$ cat config.mk
export PLATFORM = sky130hd
export DESIGN_NAME = alu_decode_stage
export DESIGN_NICKNAME = d
export VERILOG_FILES = /design/src/rtl/alu_decode_stage.sv
export SDC_FILE = /design/constraint.sdc
export NUM_CORES = 1
export LEC_CHECK = 0
export BUFFER_PORTS_ARGS = -buffer_cell sky130_fd_sc_hd__buf_2
export CORE_MARGIN = 2
export CORE_UTILIZATION = 50
export DETAILED_ROUTE_END_ITERATION = 8
export GPL_TIMING_DRIVEN = 1
export HOLD_SLACK_MARGIN = 0.03
export PLACE_DENSITY = 0.76
export SETUP_SLACK_MARGIN = 0.05
export SLEW_MARGIN = 20
export SYNTH_ARGS = -nofsm -noshare
export SYNTH_HDL_FRONTEND = slang
export SYNTH_SLANG_ARGS = --single-unit
$ cat constraint.sdc
create_clock -name clk -period 1.75 [get_ports clk]
set_input_delay 0.35 -clock clk [delete_from_list [all_inputs] [get_ports clk]]
set_output_delay 0.35 -clock clk [all_outputs]
set_load 0.01 [all_outputs]
$ cat src/rtl/alu_decode_stage.sv
// RV32I decode stage: combinational decode of the incoming word into a
// 2-entry skid buffer that feeds the execute stage.
//
// state    | meaning
// ST_EMPTY | no bundle held, out_valid low
// ST_ONE   | head entry holds the presented bundle
// ST_TWO   | head and skid both full, in_ready low
module alu_decode_stage (
    input  logic        clk,
    input  logic        rst_n,
    input  logic        in_valid,
    output logic        in_ready,
    input  logic [31:0] in_instr,
    input  logic [31:0] in_pc,
    input  logic        flush,
    output logic        out_valid,
    input  logic        out_ready,
    output logic [4:0]  alu_function,
    output logic [1:0]  op_a_sel,
    output logic        op_b_sel,
    output logic [31:0] imm,
    output logic [4:0]  rs1_addr,
    output logic [4:0]  rs2_addr,
    output logic [4:0]  rd_addr,
    output logic [31:0] pc_out,
    output logic        reg_write,
    output logic        mem_read,
    output logic        mem_write,
    output logic        is_branch,
    output logic        branch_invert,
    output logic        is_jump,
    output logic        illegal
);

    localparam logic [1:0] ST_EMPTY = 2'd0;
    localparam logic [1:0] ST_ONE   = 2'd1;
    localparam logic [1:0] ST_TWO   = 2'd2;

    localparam logic [4:0] ALU_NONE = 5'd0;
    localparam logic [4:0] ALU_ADD  = 5'd1;
    localparam logic [4:0] ALU_SUB  = 5'd2;
    localparam logic [4:0] ALU_SLL  = 5'd3;
    localparam logic [4:0] ALU_SRL  = 5'd4;
    localparam logic [4:0] ALU_SRA  = 5'd5;
    localparam logic [4:0] ALU_SEQ  = 5'd6;
    localparam logic [4:0] ALU_SLT  = 5'd7;
    localparam logic [4:0] ALU_SLTU = 5'd8;
    localparam logic [4:0] ALU_XOR  = 5'd9;
    localparam logic [4:0] ALU_OR   = 5'd10;
    localparam logic [4:0] ALU_AND  = 5'd11;

    localparam logic [1:0] SEL_A_RS1  = 2'd0;
    localparam logic [1:0] SEL_A_PC   = 2'd1;
    localparam logic [1:0] SEL_A_ZERO = 2'd2;

    localparam logic [6:0] OPC_LUI    = 7'b0110111;
    localparam logic [6:0] OPC_AUIPC  = 7'b0010111;
    localparam logic [6:0] OPC_JAL    = 7'b1101111;
    localparam logic [6:0] OPC_JALR   = 7'b1100111;
    localparam logic [6:0] OPC_LOAD   = 7'b0000011;
    localparam logic [6:0] OPC_STORE  = 7'b0100011;
    localparam logic [6:0] OPC_BRANCH = 7'b1100011;
    localparam logic [6:0] OPC_OPIMM  = 7'b0010011;
    localparam logic [6:0] OPC_OP     = 7'b0110011;

    localparam logic [6:0] F7_BASE = 7'b0000000;
    localparam logic [6:0] F7_ALT  = 7'b0100000;

    typedef struct packed {
        logic [4:0]  alu;
        logic [1:0]  op_a;
        logic        op_b;
        logic [31:0] imm;
        logic [4:0]  rs1;
        logic [4:0]  rs2;
        logic [4:0]  rd;
        logic [31:0] pc;
        logic        reg_write;
        logic        mem_read;
        logic        mem_write;
        logic        is_branch;
        logic        branch_invert;
        logic        is_jump;
        logic        illegal;
    } bundle_t;

    logic [6:0]  opc;
    logic [2:0]  f3;
    logic [6:0]  f7;
    logic [31:0] imm_i;
    logic [31:0] imm_s;
    logic [31:0] imm_b;
    logic [31:0] imm_u;
    logic [31:0] imm_j;
    logic [4:0]  alu_f3;
    logic        bad;
    logic        writes;
    bundle_t     dec;

    assign opc   = in_instr[6:0];
    assign f3    = in_instr[14:12];
    assign f7    = in_instr[31:25];
    assign imm_i = {{20{in_instr[31]}}, in_instr[31:20]};
    assign imm_s = {{20{in_instr[31]}}, in_instr[31:25], in_instr[11:7]};
    assign imm_b = {{19{in_instr[31]}}, in_instr[31], in_instr[7],
                    in_instr[30:25], in_instr[11:8], 1'b0};
    assign imm_u = {in_instr[31:12], 12'h000};
    assign imm_j = {{11{in_instr[31]}}, in_instr[31], in_instr[19:12],
                    in_instr[20], in_instr[30:21], 1'b0};

    // Shared funct3 map of OP and OP-IMM; funct7 refinements happen below.
    always_comb begin
        case (f3)
            3'b000:  alu_f3 = ALU_ADD;
            3'b001:  alu_f3 = ALU_SLL;
            3'b010:  alu_f3 = ALU_SLT;
            3'b011:  alu_f3 = ALU_SLTU;
            3'b100:  alu_f3 = ALU_XOR;
            3'b101:  alu_f3 = ALU_SRL;
            3'b110:  alu_f3 = ALU_OR;
            default: alu_f3 = ALU_AND;
        endcase
    end

    always_comb begin
        dec     = '0;
        dec.rs1 = in_instr[19:15];
        dec.rs2 = in_instr[24:20];
        dec.rd  = in_instr[11:7];
        dec.pc  = in_pc;
        bad     = 1'b0;
        writes  = 1'b0;
        case (opc)
            OPC_LUI: begin
                dec.op_a = SEL_A_ZERO;
                dec.op_b = 1'b1;
                dec.imm  = imm_u;
                dec.alu  = ALU_ADD;
                writes   = 1'b1;
            end
            OPC_AUIPC: begin
                dec.op_a = SEL_A_PC;
                dec.op_b = 1'b1;
                dec.imm  = imm_u;
                dec.alu  = ALU_ADD;
                writes   = 1'b1;
            end
            OPC_JAL: begin
                dec.op_a    = SEL_A_PC;
                dec.op_b    = 1'b1;
                dec.imm     = imm_j;
                dec.alu     = ALU_ADD;
                dec.is_jump = 1'b1;
                writes      = 1'b1;
            end
            OPC_JALR: begin
                dec.op_b    = 1'b1;
                dec.imm     = imm_i;
                dec.alu     = ALU_ADD;
                dec.is_jump = 1'b1;
                writes      = 1'b1;
                bad         = (f3 != 3'b000);
            end
            OPC_LOAD: begin
                dec.op_b     = 1'b1;
                dec.imm      = imm_i;
                dec.alu      = ALU_ADD;
                dec.mem_read = 1'b1;
                writes       = 1'b1;
                bad          = (f3 == 3'b011) || (f3 == 3'b110) || (f3 == 3'b111);
            end
            OPC_STORE: begin
                dec.op_b      = 1'b1;
                dec.imm       = imm_s;
                dec.alu       = ALU_ADD;
                dec.mem_write = 1'b1;
                bad           = f3[2] || (f3 == 3'b011);
            end
            OPC_BRANCH: begin
                dec.imm           = imm_b;
                dec.is_branch     = 1'b1;
                dec.branch_invert = f3[0];
                case (f3[2:1])
                    2'b00:   dec.alu = ALU_SEQ;
                    2'b10:   dec.alu = ALU_SLT;
                    2'b11:   dec.alu = ALU_SLTU;
                    default: bad = 1'b1;
                endcase
            end
            OPC_OPIMM: begin
                dec.op_b = 1'b1;
                dec.imm  = imm_i;
                dec.alu  = alu_f3;
                writes   = 1'b1;
                if (f3 == 3'b001) begin
                    bad = (f7 != F7_BASE);
                end else if (f3 == 3'b101) begin
                    if (f7 == F7_ALT) dec.alu = ALU_SRA;
                    else bad = (f7 != F7_BASE);
                end
            end
            OPC_OP: begin
                dec.alu = alu_f3;
                writes  = 1'b1;
                if (f7 == F7_ALT) begin
                    if (f3 == 3'b000)      dec.alu = ALU_SUB;
                    else if (f3 == 3'b101) dec.alu = ALU_SRA;
                    else                   bad = 1'b1;
                end else if (f7 != F7_BASE) begin
                    bad = 1'b1;
                end
            end
            default: bad = 1'b1;
        endcase
        dec.reg_write = writes && (dec.rd != 5'd0);
        // Illegal words still travel down the pipe, but inert.
        if (bad) begin
            dec.alu           = ALU_NONE;
            dec.op_a          = SEL_A_RS1;
            dec.op_b          = 1'b0;
            dec.imm           = '0;
            dec.reg_write     = 1'b0;
            dec.mem_read      = 1'b0;
            dec.mem_write     = 1'b0;
            dec.is_branch     = 1'b0;
            dec.branch_invert = 1'b0;
            dec.is_jump       = 1'b0;
            dec.illegal       = 1'b1;
        end
    end

    logic [1:0] state_q, state_d;
    logic       in_ready_q, in_ready_d;
    bundle_t    head_q, head_d;
    bundle_t    skid_q, skid_d;
    logic       in_xfer;
    logic       out_xfer;

    assign in_xfer  = in_valid && in_ready_q;
    assign out_xfer = (state_q != ST_EMPTY) && out_ready;

    always_comb begin
        state_d = state_q;
        head_d  = head_q;
        skid_d  = skid_q;
        if (flush) begin
            state_d = ST_EMPTY;
        end else begin
            case (state_q)
                ST_EMPTY: begin
                    if (in_xfer) begin
                        state_d = ST_ONE;
                        head_d  = dec;
                    end
                end
                ST_ONE: begin
                    if (in_xfer && out_xfer) begin
                        head_d = dec;
                    end else if (in_xfer) begin
                        state_d = ST_TWO;
                        skid_d  = dec;
                    end else if (out_xfer) begin
                        state_d = ST_EMPTY;
                    end
                end
                ST_TWO: begin
                    if (out_xfer) begin
                        state_d = ST_ONE;
                        head_d  = skid_q;
                    end
                end
                default: state_d = ST_EMPTY;
            endcase
        end
        in_ready_d = (state_d != ST_TWO);
    end

    always_ff @(posedge clk or negedge rst_n) begin
        if (!rst_n) begin
            state_q    <= ST_EMPTY;
            in_ready_q <= 1'b0;
            head_q     <= '0;
            skid_q     <= '0;
        end else begin
            state_q    <= state_d;
            in_ready_q <= in_ready_d;
            head_q     <= head_d;
            skid_q     <= skid_d;
        end
    end

    assign in_ready      = in_ready_q;
    assign out_valid     = (state_q != ST_EMPTY);
    assign alu_function  = head_q.alu;
    assign op_a_sel      = head_q.op_a;
    assign op_b_sel      = head_q.op_b;
    assign imm           = head_q.imm;
    assign rs1_addr      = head_q.rs1;
    assign rs2_addr      = head_q.rs2;
    assign rd_addr       = head_q.rd;
    assign pc_out        = head_q.pc;
    assign reg_write     = head_q.reg_write;
    assign mem_read      = head_q.mem_read;
    assign mem_write     = head_q.mem_write;
    assign is_branch     = head_q.is_branch;
    assign branch_invert = head_q.branch_invert;
    assign is_jump       = head_q.is_jump;
    assign illegal       = head_q.illegal;

endmodule

==> run metrics, run 1 <==
Cell variety after synth 62; CTS tree done; port bufs 163; Mapped Cells 849; Critical Path Fanout Max 5; CP Data Arrival Time 2.34 ns; status finished, violations left; core area 16,700 um^2; power per cell area 977 nW/um^2; Highest Clock Rate 0.502 GHz; first-pass GRT wire length 38,400 um; met1 wire length 10,800 um; multiplexer share of the synthesized area 6.28%; main combinational cell family by area after synthesis compound AO/OA/AOI/OAI gates; hold endpoint skid_q[17]; Hold Startpoint in_pc[10]; Synth Area in Compound Gates 18.7%; Worst VDD drop 0.000722 V; depth of the CTS H-tree 4; XOR/XNOR Fraction of Synth Area 0.305%; MaxCap Viol Count 0; cell row count 47; final wirelength 26,500 um; RSZ-0062 raised after global routing true; Die Ht 135 um; area of the mapped netlist 8610 um^2; Primary FF master, synth dfrtp_1; gr ovfl total 0; r2r worst-path depth 7; slack of the critical path -0.240 ns; Layout Cells excl Fill 1,332; syn_nets 918; Place WS -0.480 ns; initial antenna violation count 0; remaining antenna violation count 0; vias in the first global route 7,509; vias per cell 5.89; Worst EP required 2.10 ns; multi-input logic area 3900 um^2; Ant. Diodes 0; FF-to-FF End skid_q[65]; crit path capture type register; uppermost layer routed met4; Critical Path Max Stage Delay 0.57 ns; Die W 135 um; FF+latch area 4730 um^2; Final nets 1,170; Sink Count 189; Worst setup SP type register; adder and majority cell fraction of the synthesized area 0%; Clock Pin Slew Worst Setup and Hold Paths 0.07 ns; Via Count 7,843; Post-synth EDFFs 0; Pleak 0.00548 uW; worst path cell trace or4_4, a211oi_4, and2_4, buf_4, buf_8, nand2_8, o21ai_2; Area growth, synth to finish 39.0%; share of layout cells above drive strength 1 42.0%; sequential fraction of the synthesis area 54.9%; Setup crit start state_q[1]; insertion delay to the later sink of the worst-skew pair 0.43 ns; simple-gate share of the synthesized area 15.6%; Residual DRC 0; placed insts 1,261; Final period util 114%; hold path depth 2; Initial Util 51.5%; clock tree buffer depth 2; failing checks setup timing; skew final 0.00776 ns; Crit Path Category reg -> reg; Setup Viol. Count Final 180; Die Footprint 18,300 um^2; largest net degree at the start of global routing 69; Num CTS Buffers 17; Post-synth ARST share 100%; I/O pin count 165; met3 wire len 1970 um; Fill cells 1,160; Detail Route met2 WL 12,700 um; post-DP HPWL 15,900 um; YS warnings 0; Hold Crit Class in -> reg; worst reg2reg setup slack -0.24 ns; FF-to-FF Start state_q[1]; final slew viol count 0; Final min period 1.99 ns; Worst path slowest cell or4_4; flops & latches, synth 189; Avg Synthesized Cell Area 10.1 um^2; DR WL/cell 19.9 um; CTS root buf clkbuf_16; Hold Violations, Final 0; TritonRoute pass-1 iters 7; DRT iter0 DRCs 626; Final Wtd Congestion 0.909; all-layer global routing usage 26.8%
==> flip-flops by register name (all words and copies together), names as in the netlist <==
register and count:
alu_function 4, branch_invert 1, illegal 1, imm 32, in_ready 1, is_branch 1
is_jump 1, mem_read 1, mem_write 1, op_a_sel 2, op_b_sel 1, pc_out 32
rd_addr 5, reg_write 1, rs1_addr 5, rs2_addr 5, skid_q 93, state_q 2
==> worst max path at each step <==
stage / cells past startpoint / to
finish: 7 / skid_q[65]
floorplan: 8 / skid_q[59]
global route: 8 / skid_q[65]
CTS: 7 / skid_q[76]
global placement: 9 / skid_q[62]
detailed placement: 10 / skid_q[75]
==> cells in the final DEF (no fill, tap or decap), drive strengths merged, types with 4 or more instances in the layout <==
cell and n:
o211ai 12, a31oi 51, nand3 5, o21ai 43, buf 290, a22oi 6
nand2 157, o21a 13, a32o 4, a21oi 50, inv 7, a22o 11
a2bb2oi 11, mux2 48, clkbuf 29, a211oi 4, nor2 85, and3 11
and2 5, dfrtp 189, a221o 7, o22ai 9, nand2b 7, clkinv 4
==> power breakdown <==
group	internal [uW]	total, uW	leakage, uW	switching (uW)
combinational	1200	2420	0.00287	1220
clock	2130	3800	0.000273	1670
sequential	5090	5470	0.00234	379
total	8430	11700	0.00548	3260
==> repair_timing <==
action / CTS / global route
hold endpoints to repair: 42 / 0
hold buffers: 1 / 0
setup buffers: 15 / 8
gates resized for setup: 59 / 73
cloned: 6 / 11
pin swaps: 6 / 34
setup endpoints to repair: 157 / 185
==> layer usage <==
layer | track usage [%] | up-vias
met4 | 9.61 | 0
met1 | 35.4 | 3865
met3 | 4.90 | 80
met2 | 44.6 | 385
li1 | - | 3513
met5 | 0 | -
==> through the flow <==
stage               cell area, um^2  total power, uW  TNS [ns]  utilization [%]  hold WS, ns
floorplan                      8730             6630     -4.85                -       0.0544
global placement              10400             7580    -42.79             62.1        0.325
detailed placement            10400             7680    -47.94             62.1        0.326
CTS                           11400            11600     -7.32             68.4        0.155
global route                  12000            12200    -25.19             71.6        0.157
finish                        12000            11700    -17.05             71.6        0.167
==> synth_stat cells (4+ instances only) <==
library cell | instances | area, um^2
a22oi_1 | 6 | 45.0
o22ai_1 | 9 | 56.3
clkbuf_1 | 35 | 131
o21ai_0 | 43 | 215
a22o_1 | 11 | 96.3
a2bb2oi_1 | 11 | 96.3
nand3_1 | 5 | 25.0
nand2b_1 | 7 | 43.8
a31oi_1 | 51 | 319
a32o_1 | 4 | 40.0
buf_2 | 20 | 100
o21a_1 | 13 | 97.6
o211ai_1 | 6 | 45.0
and2_1 | 5 | 31.3
and3_1 | 10 | 62.6
buf_4 | 5 | 37.5
a21oi_1 | 50 | 250
mux2_2 | 48 | 541
dfrtp_1 | 189 | 4730
nand2_1 | 156 | 586
inv_1 | 5 | 18.8
a221o_1 | 7 | 70.1
o211ai_2 | 6 | 75.1
nor2_1 | 85 | 319
==> area by class of cell <==
class / instances / share of cell area [%]
inverters: 5 / 0.157
clock buffers: 20 / 3.73
flip-flops and latches: 189 / 39.5
well taps: 220 / 2.30
repair buffers: 301 / 20.7
multi-input cells: 587 / 32.6
clock inverters: 10 / 0.973
==> cells by family (layout without fill, tap and decap cells) <==
group	after synthesis	in the layout
AOI/OAI and AO/OA	237	237
muxes	48	48
buffers and inverters	74	336
xor gates and xnor gates	3	3
other	1	1
DFF	189	189
and+or+nand+nor	297	298
==> critical path, delay by kind of cell, from the launching register on <==
family                 cells  cell delay [ns]
and+or+nand+nor            3             0.86
AOI/OAI and AO/OA          2             0.43
DFF                        1             0.38
buffers and inverters      2             0.24
Note: power is estimated with default switching activity, not from simulation.
==> inputs of run 2 (changes only) <==
--- a/config.mk
+++ b/config.mk
@@ -11,6 +11,7 @@
 export DETAILED_ROUTE_END_ITERATION = 8
 export GPL_TIMING_DRIVEN = 1
 export HOLD_SLACK_MARGIN = 0.03
+export MAX_ROUTING_LAYER = met4
 export PLACE_DENSITY = 0.76
 export SETUP_SLACK_MARGIN = 0.05
 export SLEW_MARGIN = 20
==> run 2 against run 1 <==
Against the previous run:
- largest power group unchanged
- worst setup slack improved by 0.10 ns
- clock power increased by 4%
- flip-flop and latch count unchanged
- the flow still finishes with violations (setup timing)
- global-route usage increased by 0.67 points
- die area unchanged
- design area increased by 2.2%
- combinational power increased by 8%
==> run metrics, run 2 (synthesis gave the netlist of run 1 again) <==
Worst setup SP type register; Worst EP required 2.09 ns (about the same); first-pass GRT wire length 38,000 um (-1.2%); MaxCap Viol Count 0 (unchanged); core area 16,700 um^2 (unchanged); most common cell after layout, fill and taps aside dfrtp_1; Die Footprint 18,300 um^2 (unchanged); Die W 135 um (unchanged); Setup crit start state_q[0]; I/O pin count 165 (unchanged); post-DP HPWL 16,000 um (+0.27%); crit path capture pc_out[10]; failing checks setup timing; CP Data Arrival Time 2.23 ns (-0.11 ns); Layout Cells excl Fill 1,335 (+0.23%); Initial Util 51.5% (unchanged); Hold Slack 0.157 ns (-0.00933 ns); gr ovfl total 0 (unchanged); DR WL/cell 20.1 um (+0.72%); clock tree buffer depth 2 (unchanged); Final period util 108% (-5.9 points); DRT iter0 DRCs 633 (+1.1%); Die Ht 135 um (unchanged); Pleak 0.00550 uW (+0.34%); r2r worst-path depth 10 (+3); remaining antenna violation count 0 (unchanged); Crit Path Category reg -> reg; all-layer global routing usage 27.5% (+0.67 points); insertion delay to the later sink of the worst-skew pair 0.44 ns (about the same); Finished Core Util 73.2% (+1.6 points); vias in the first global route 7,248 (-3.5%); worst reg2reg setup slack -0.14 ns (+0.10 ns); final slew viol count 0 (unchanged); Clock Pin Slew Worst Setup and Hold Paths 0.08 ns (about the same); Worst VDD drop 0.000690 V (-4.4%); TritonRoute pass-1 iters 5 (-2); FF-to-FF End pc_out[10]; depth of the CTS H-tree 4 (unchanged); CTS root buf clkbuf_16; Critical Path Fanout Max 7 (+2); Final Wtd Congestion 0.947 (+4.2%); skew final 0.0132 ns (+0.00548 ns); Final nets 1,171 (+0.085%); crit path capture type register; Area growth, synth to finish 42.1%; share of layout cells above drive strength 1 44.2% (+2.2 points); Top reg by flops skid_q; Place WS -0.493 ns (-0.0131 ns); vias per cell 5.90 (+0.23%); cell row count 47 (unchanged); power per cell area 990 nW/um^2 (+1.3%); Total Neg Setup Slack -10.14 ns (+6.92 ns); Hold Crit Class in -> reg; Num CTS Buffers 17 (unchanged); Final min period 1.89 ns (-0.104 ns); status finished, violations left; Hold Startpoint in_pc[15]; final wirelength 26,800 um (+0.95%); most frequent cells in the layout dfrtp_1, buf_2, nand2_1, buf_4, mux2_2; RSZ-0062 raised after global routing true; Ant. Diodes 0 (unchanged); initial antenna violation count 0 (unchanged); Residual DRC 0 (unchanged); Hold Violations, Final 0 (unchanged); slack of the critical path -0.137 ns (+0.104 ns); Largest register FFs 93 (unchanged); port bufs 163 (unchanged); Via Count 7,879 (+0.46%); Sink Count 189 (unchanged); placed insts 1,263 (+0.16%); Highest Clock Rate 0.530 GHz (+5.5%); CTS tree done; largest net degree at the start of global routing 69 (unchanged); Setup Viol. Count Final 143 (-21%); FF-to-FF Start state_q[0]
## run 2: changes by cell type in the layout (fill, tap and decap cells not counted), sizes merged
| cell | change |
|---|---|
| inv | +4 |
| clkinv | -1 |
| buf | +1 |
| bufbuf | -1 |
## run 2: worst max-delay path: stages (launching register included)
cell     delay (ns)
dfrtp_1        0.41
buf_6          0.14
nor2b_4        0.19
nand2_4        0.09
a21oi_4        0.17
buf_6          0.15
buf_12         0.12
buf_12         0.16
buf_16         0.15
nor2_4         0.03
a31oi_1        0.17
## run 2: worst min-delay path by stage
| stage | end | slack [ns] | cells past startpoint |
|---|---|---|---|
| floorplan | alu_function[0] | 0.05 | 0 |
| global placement | state_q[1] | 0.32 | 1 |
| detailed placement | imm[7] | 0.32 | 1 |
| CTS | skid_q[9] | 0.16 | 2 |
| global route | skid_q[17] | 0.16 | 2 |
| finish | skid_q[22] | 0.16 | 2 |
## run 2: timing repair
item / 4_1_cts / 5_1_grt
hold buffers: 1 / 0
setup buffers: 13 / 9
endpoints found under the setup margin: 158 / 187
pin swaps: 6 / 16
endpoints found under the hold margin: 38 / 0
resized for setup: 72 / 106
gates cloned: 8 / 10
## run 2: cell type report
cell class	count	area (um^2)
timing repair buffer	302	2540
tap	220	275
clock buffer	19	443
multi-input combinational	587	4070
fill	1130	4470
sequential	189	4730
clock inverter	13	151
inverter	5	18.8
## run 2: per-layer routing
metal | share of wire [%] | track usage, % | up-vias
li1 | - | - | 3523
met1 | 40 | 36.5 | 3900
met2 | 50 | 43.1 | 388
met3 | 6.8 | 4.53 | 68
met4 | 3.1 | 9.66 | 0
met5 | 0 | - | -
## run 2: per-stage QoR
step | cell area (um^2) | power [uW]
after detailed placement | 10400 | 7680
final | 12200 | 12100
after CTS | 11600 | 11800
after floorplan | 8730 | 6630
after global placement | 10400 | 7580
after global routing | 12200 | 12600
## run 2: power breakdown
part	internal, uW	total, uW	switching (uW)
logic	1330	2610	1280
registers	5090	5540	453
clock network	2180	3960	1780
==> inputs of run 3 (changes only) <==
--- a/config.mk
+++ b/config.mk
@@ -5,14 +5,15 @@
 export SDC_FILE = /design/constraint.sdc
 export NUM_CORES = 1
 export LEC_CHECK = 0
+export ABC_AREA = 1
 export BUFFER_PORTS_ARGS = -buffer_cell sky130_fd_sc_hd__buf_2
 export CORE_MARGIN = 2
-export CORE_UTILIZATION = 50
+export CORE_UTILIZATION = 51
 export DETAILED_ROUTE_END_ITERATION = 8
 export GPL_TIMING_DRIVEN = 1
 export HOLD_SLACK_MARGIN = 0.03
 export MAX_ROUTING_LAYER = met4
-export PLACE_DENSITY = 0.76
+export PLACE_DENSITY = 0.77
 export SETUP_SLACK_MARGIN = 0.05
 export SLEW_MARGIN = 20
 export SYNTH_ARGS = -nofsm -noshare
==> run 3 against run 2 <==
Against the previous run:
- the run now ends clean
- synthesized cell count rose by 43%
- fmax is 13% higher
- design area shrank 5.9%
- critical path depth fell by 3
- worst setup slack better by 0.22 ns
- clock skew fell by 0.0029 ns
- largest power group unchanged
- die area grew 4.2%
- first-iteration DRC count down 9.3%
- final cell count is 24% higher
- register-to-register slack improved by 0.22 ns
- sequential power is 4.9% lower
- core utilization fell by 8.5 points
==> run metrics, run 3 <==
CP Data Arrival Time 1.97 ns (-0.26 ns); Pleak 0.00638 uW (+16%); CP delay by family, top simple AND/OR/NAND/NOR gates; Final nets 1,477 (+26%); Synth area leaders dfrtp_1, nand2_1, nor2_1, nand3_2, a31oi_1; power per cell area 979 nW/um^2 (-1.1%); Final min period 1.67 ns (-0.216 ns); area of placed instances 10,700 um^2 (+2.9%); multiplexer share of the synthesized area 0% (-6.3 points); depth of the CTS H-tree 4 (unchanged); Num CTS Buffers 17 (unchanged); syn_nets 1,283 (+40%); Residual DRC 0 (unchanged); Hold Crit Class in -> reg; TritonRoute pass-1 iters 6 (+1); sequential fraction of the synthesis area 51.6% (-3.3 points); final wirelength 26,000 um (-2.8%); share of layout cells above drive strength 1 23.8% (-20 points); main combinational cell family by area after synthesis simple AND/OR/NAND/NOR gates; flops & latches, synth 189 (unchanged); Clock Pin Slew Worst Setup and Hold Paths 0.07 ns (about the same); YS warnings 0 (unchanged); Total Neg Setup Slack 0 ns (+10.14 ns); RSZ-0062 raised after global routing true; I/O pin count 165 (unchanged); Die Footprint 19,000 um^2 (+4.2%); Die W 138 um (+2.1%); Initial Util 51.5% (about the same); slack of the critical path 0.0793 ns (+0.216 ns); Final period util 95.5% (-12 points); CTS root buf clkbuf_16; Mapped Cells 1,214 (+43%); adder and majority cell fraction of the synthesized area 0% (unchanged); fin area 11,500 um^2 (-5.9%); Hold Violations, Final 0 (unchanged); remaining antenna violation count 0 (unchanged); final slew viol count 0 (unchanged); Setup crit start state_q[0]; crit path buf inv count 3 (-2); Primary FF master, synth dfrtp_1; Critical Path Max Stage Delay 0.40 ns (about the same); Worst path slowest cell dfrtp_1; DRT iter0 DRCs 574 (-9.3%); port bufs 163 (unchanged); clock tree buffer depth 2 (unchanged); skew final 0.0103 ns (-0.00292 ns); MaxCap Viol Count 0 (unchanged); simple-gate share of the synthesized area 35.6% (+20 points); list of most frequent post-synthesis cells nand2_1, dfrtp_1, nor2_1; Worst VDD drop 0.000786 V (+14%); gr ovfl total 0 (unchanged); initial antenna violation count 1 (+1); Area growth, synth to finish 25.7%; status completed; Place WS -0.145 ns (+0.348 ns); Worst EP required 2.05 ns (-0.04 ns); Setup Viol. Count Final 0 (-100%); most frequent cells in the layout nand2_1, dfrtp_1, buf_2, nor2_1, buf_4; Avg Synthesized Cell Area 7.54 um^2 (-26%); vias per cell 5.22 (-11%); Largest register FFs 93 (unchanged); XOR/XNOR Fraction of Synth Area 0% (-0.31 points); post-DP HPWL 17,100 um (+6.9%); core area 17,800 um^2 (+6.5%); all-layer global routing usage 26.6% (-0.86 points); Hold Startpoint in_pc[3]; worst path cell trace buf_4, nand4_1, nor3_4, inv_4, clkbuf_16, nand2_1, o21ai_1; vias in the first global route 7,914 (+9.2%); Critical Path Fanout Max 27 (+20); most frequent cell after synthesis nand2_1; first-pass GRT wire length 40,300 um (+6.1%); Sink Count 189 (unchanged); Via Count 8,614 (+9.3%); Synth Area in Compound Gates 7.27% (-11 points); Worst setup SP type register; CTS tree done; insertion delay to the later sink of the worst-skew pair 0.43 ns (about the same); FF-to-FF Start state_q[0]; Top reg by flops skid_q; Post-synth EDFFs 0 (unchanged); area of the mapped netlist 9160 um^2 (+6.4%); DR WL/cell 15.8 um (-21%); Die Ht 138 um (+2.1%); cell row count 49 (+4.3%); largest net degree at the start of global routing 109 (+58%); Crit Path Category reg -> reg; Tot Pwr 11,300 uW (-6.9%); crit path capture type register; Highest Clock Rate 0.599 GHz (+13%); Post-synth ARST share 100% (unchanged); most common cell after layout, fill and taps aside nand2_1; Synth area leader dfrtp_1; Final Wtd Congestion 0.952 (+0.53%); Cell variety after synth 25 (-60%); Yosys top cell area share 51.6% (-3.3 points)
==> run 3: what timing repair did <==
action	CTS	global route
gates resized for setup	1	13
endpoints found under the setup margin	16	136
hold endpoints to repair	36	0
hold buffers	1	0
cloned	0	5
pin swaps	0	1
buffers inserted	0	3
==> run 3: worst reg2reg max path, cell delays in order, from the launching register on <==
cell and delay [ns]:
dfrtp_1 0.40, buf_4 0.15, nand4_1 0.16, nor3_4 0.32, inv_4 0.12, clkbuf_16 0.23, nand2_1 0.09, o21ai_1 0.06
==> run 3: cell families (layout without fill, tap and decap cells) <==
logic type             Yosys count  after routing
flip-flops                     189            189
AND/OR/NAND/NOR                786            786
buffers and inverters          117            322
other                            1              2
AO/OA/AOI/OAI                  121            121
==> run 3: path summary, 6_finish.rpt <==
| kind | slack (ns) | depth (start not counted) | end |
|---|---|---|---|
| worst max-delay path | 0.08 | 7 | skid_q[77] |
| max in group asynchronous | 0.71 | 3 | skid_q[54] |
| min in group asynchronous | 0.40 | 2 | pc_out[24] |
| worst min register to register | 0.47 | 2 | skid_q[88] |
| worst min-delay path | 0.14 | 3 | skid_q[10] |
| worst max register to register | 0.08 | 7 | skid_q[77] |
==> run 3: per-layer routing <==
| metal | track usage (%) | vias to the layer above | share of wire, % |
|---|---|---|---|
| met4 | 7.41 | 0 | 1.8 |
| met2 | 40.7 | 335 | 48 |
| met1 | 37.1 | 4028 | 44 |
| met5 | - | - | 0 |
| met3 | 4.57 | 37 | 6.1 |
| li1 | - | 4214 | - |
==> run 3: power breakdown <==
group | internal (uW) | total [uW] | switching (uW)
sequential | 4960 | 5270 | 312
clock | 2440 | 4140 | 1710
combinational | 741 | 1850 | 1110
total | 8140 | 11300 | 3130
==> run 3: final cells by class <==
| class | instances | area (um^2) |
|---|---|---|
| fill | 1557 | 6270 |
| multi-input combinational | 908 | 3950 |
| clock inverter | 12 | 181 |
| inverter | 45 | 179 |
| sequential | 189 | 4730 |
| antenna | 1 | 2.50 |
| timing repair buffer | 247 | 1740 |
| tap | 229 | 287 |
| clock buffer | 18 | 439 |
==> run 3: stage by stage <==
step	hold WS [ns]	cells	util, %
4_1_cts	0.110	1640	63.7
5_1_grt	0.123	1649	64.7
3_5_place_dp	0.309	1609	60.2
3_3_place_gp	0.305	1609	60.2
6_report	0.137	1649	64.7
2_1_floorplan	0.0544	1214	-
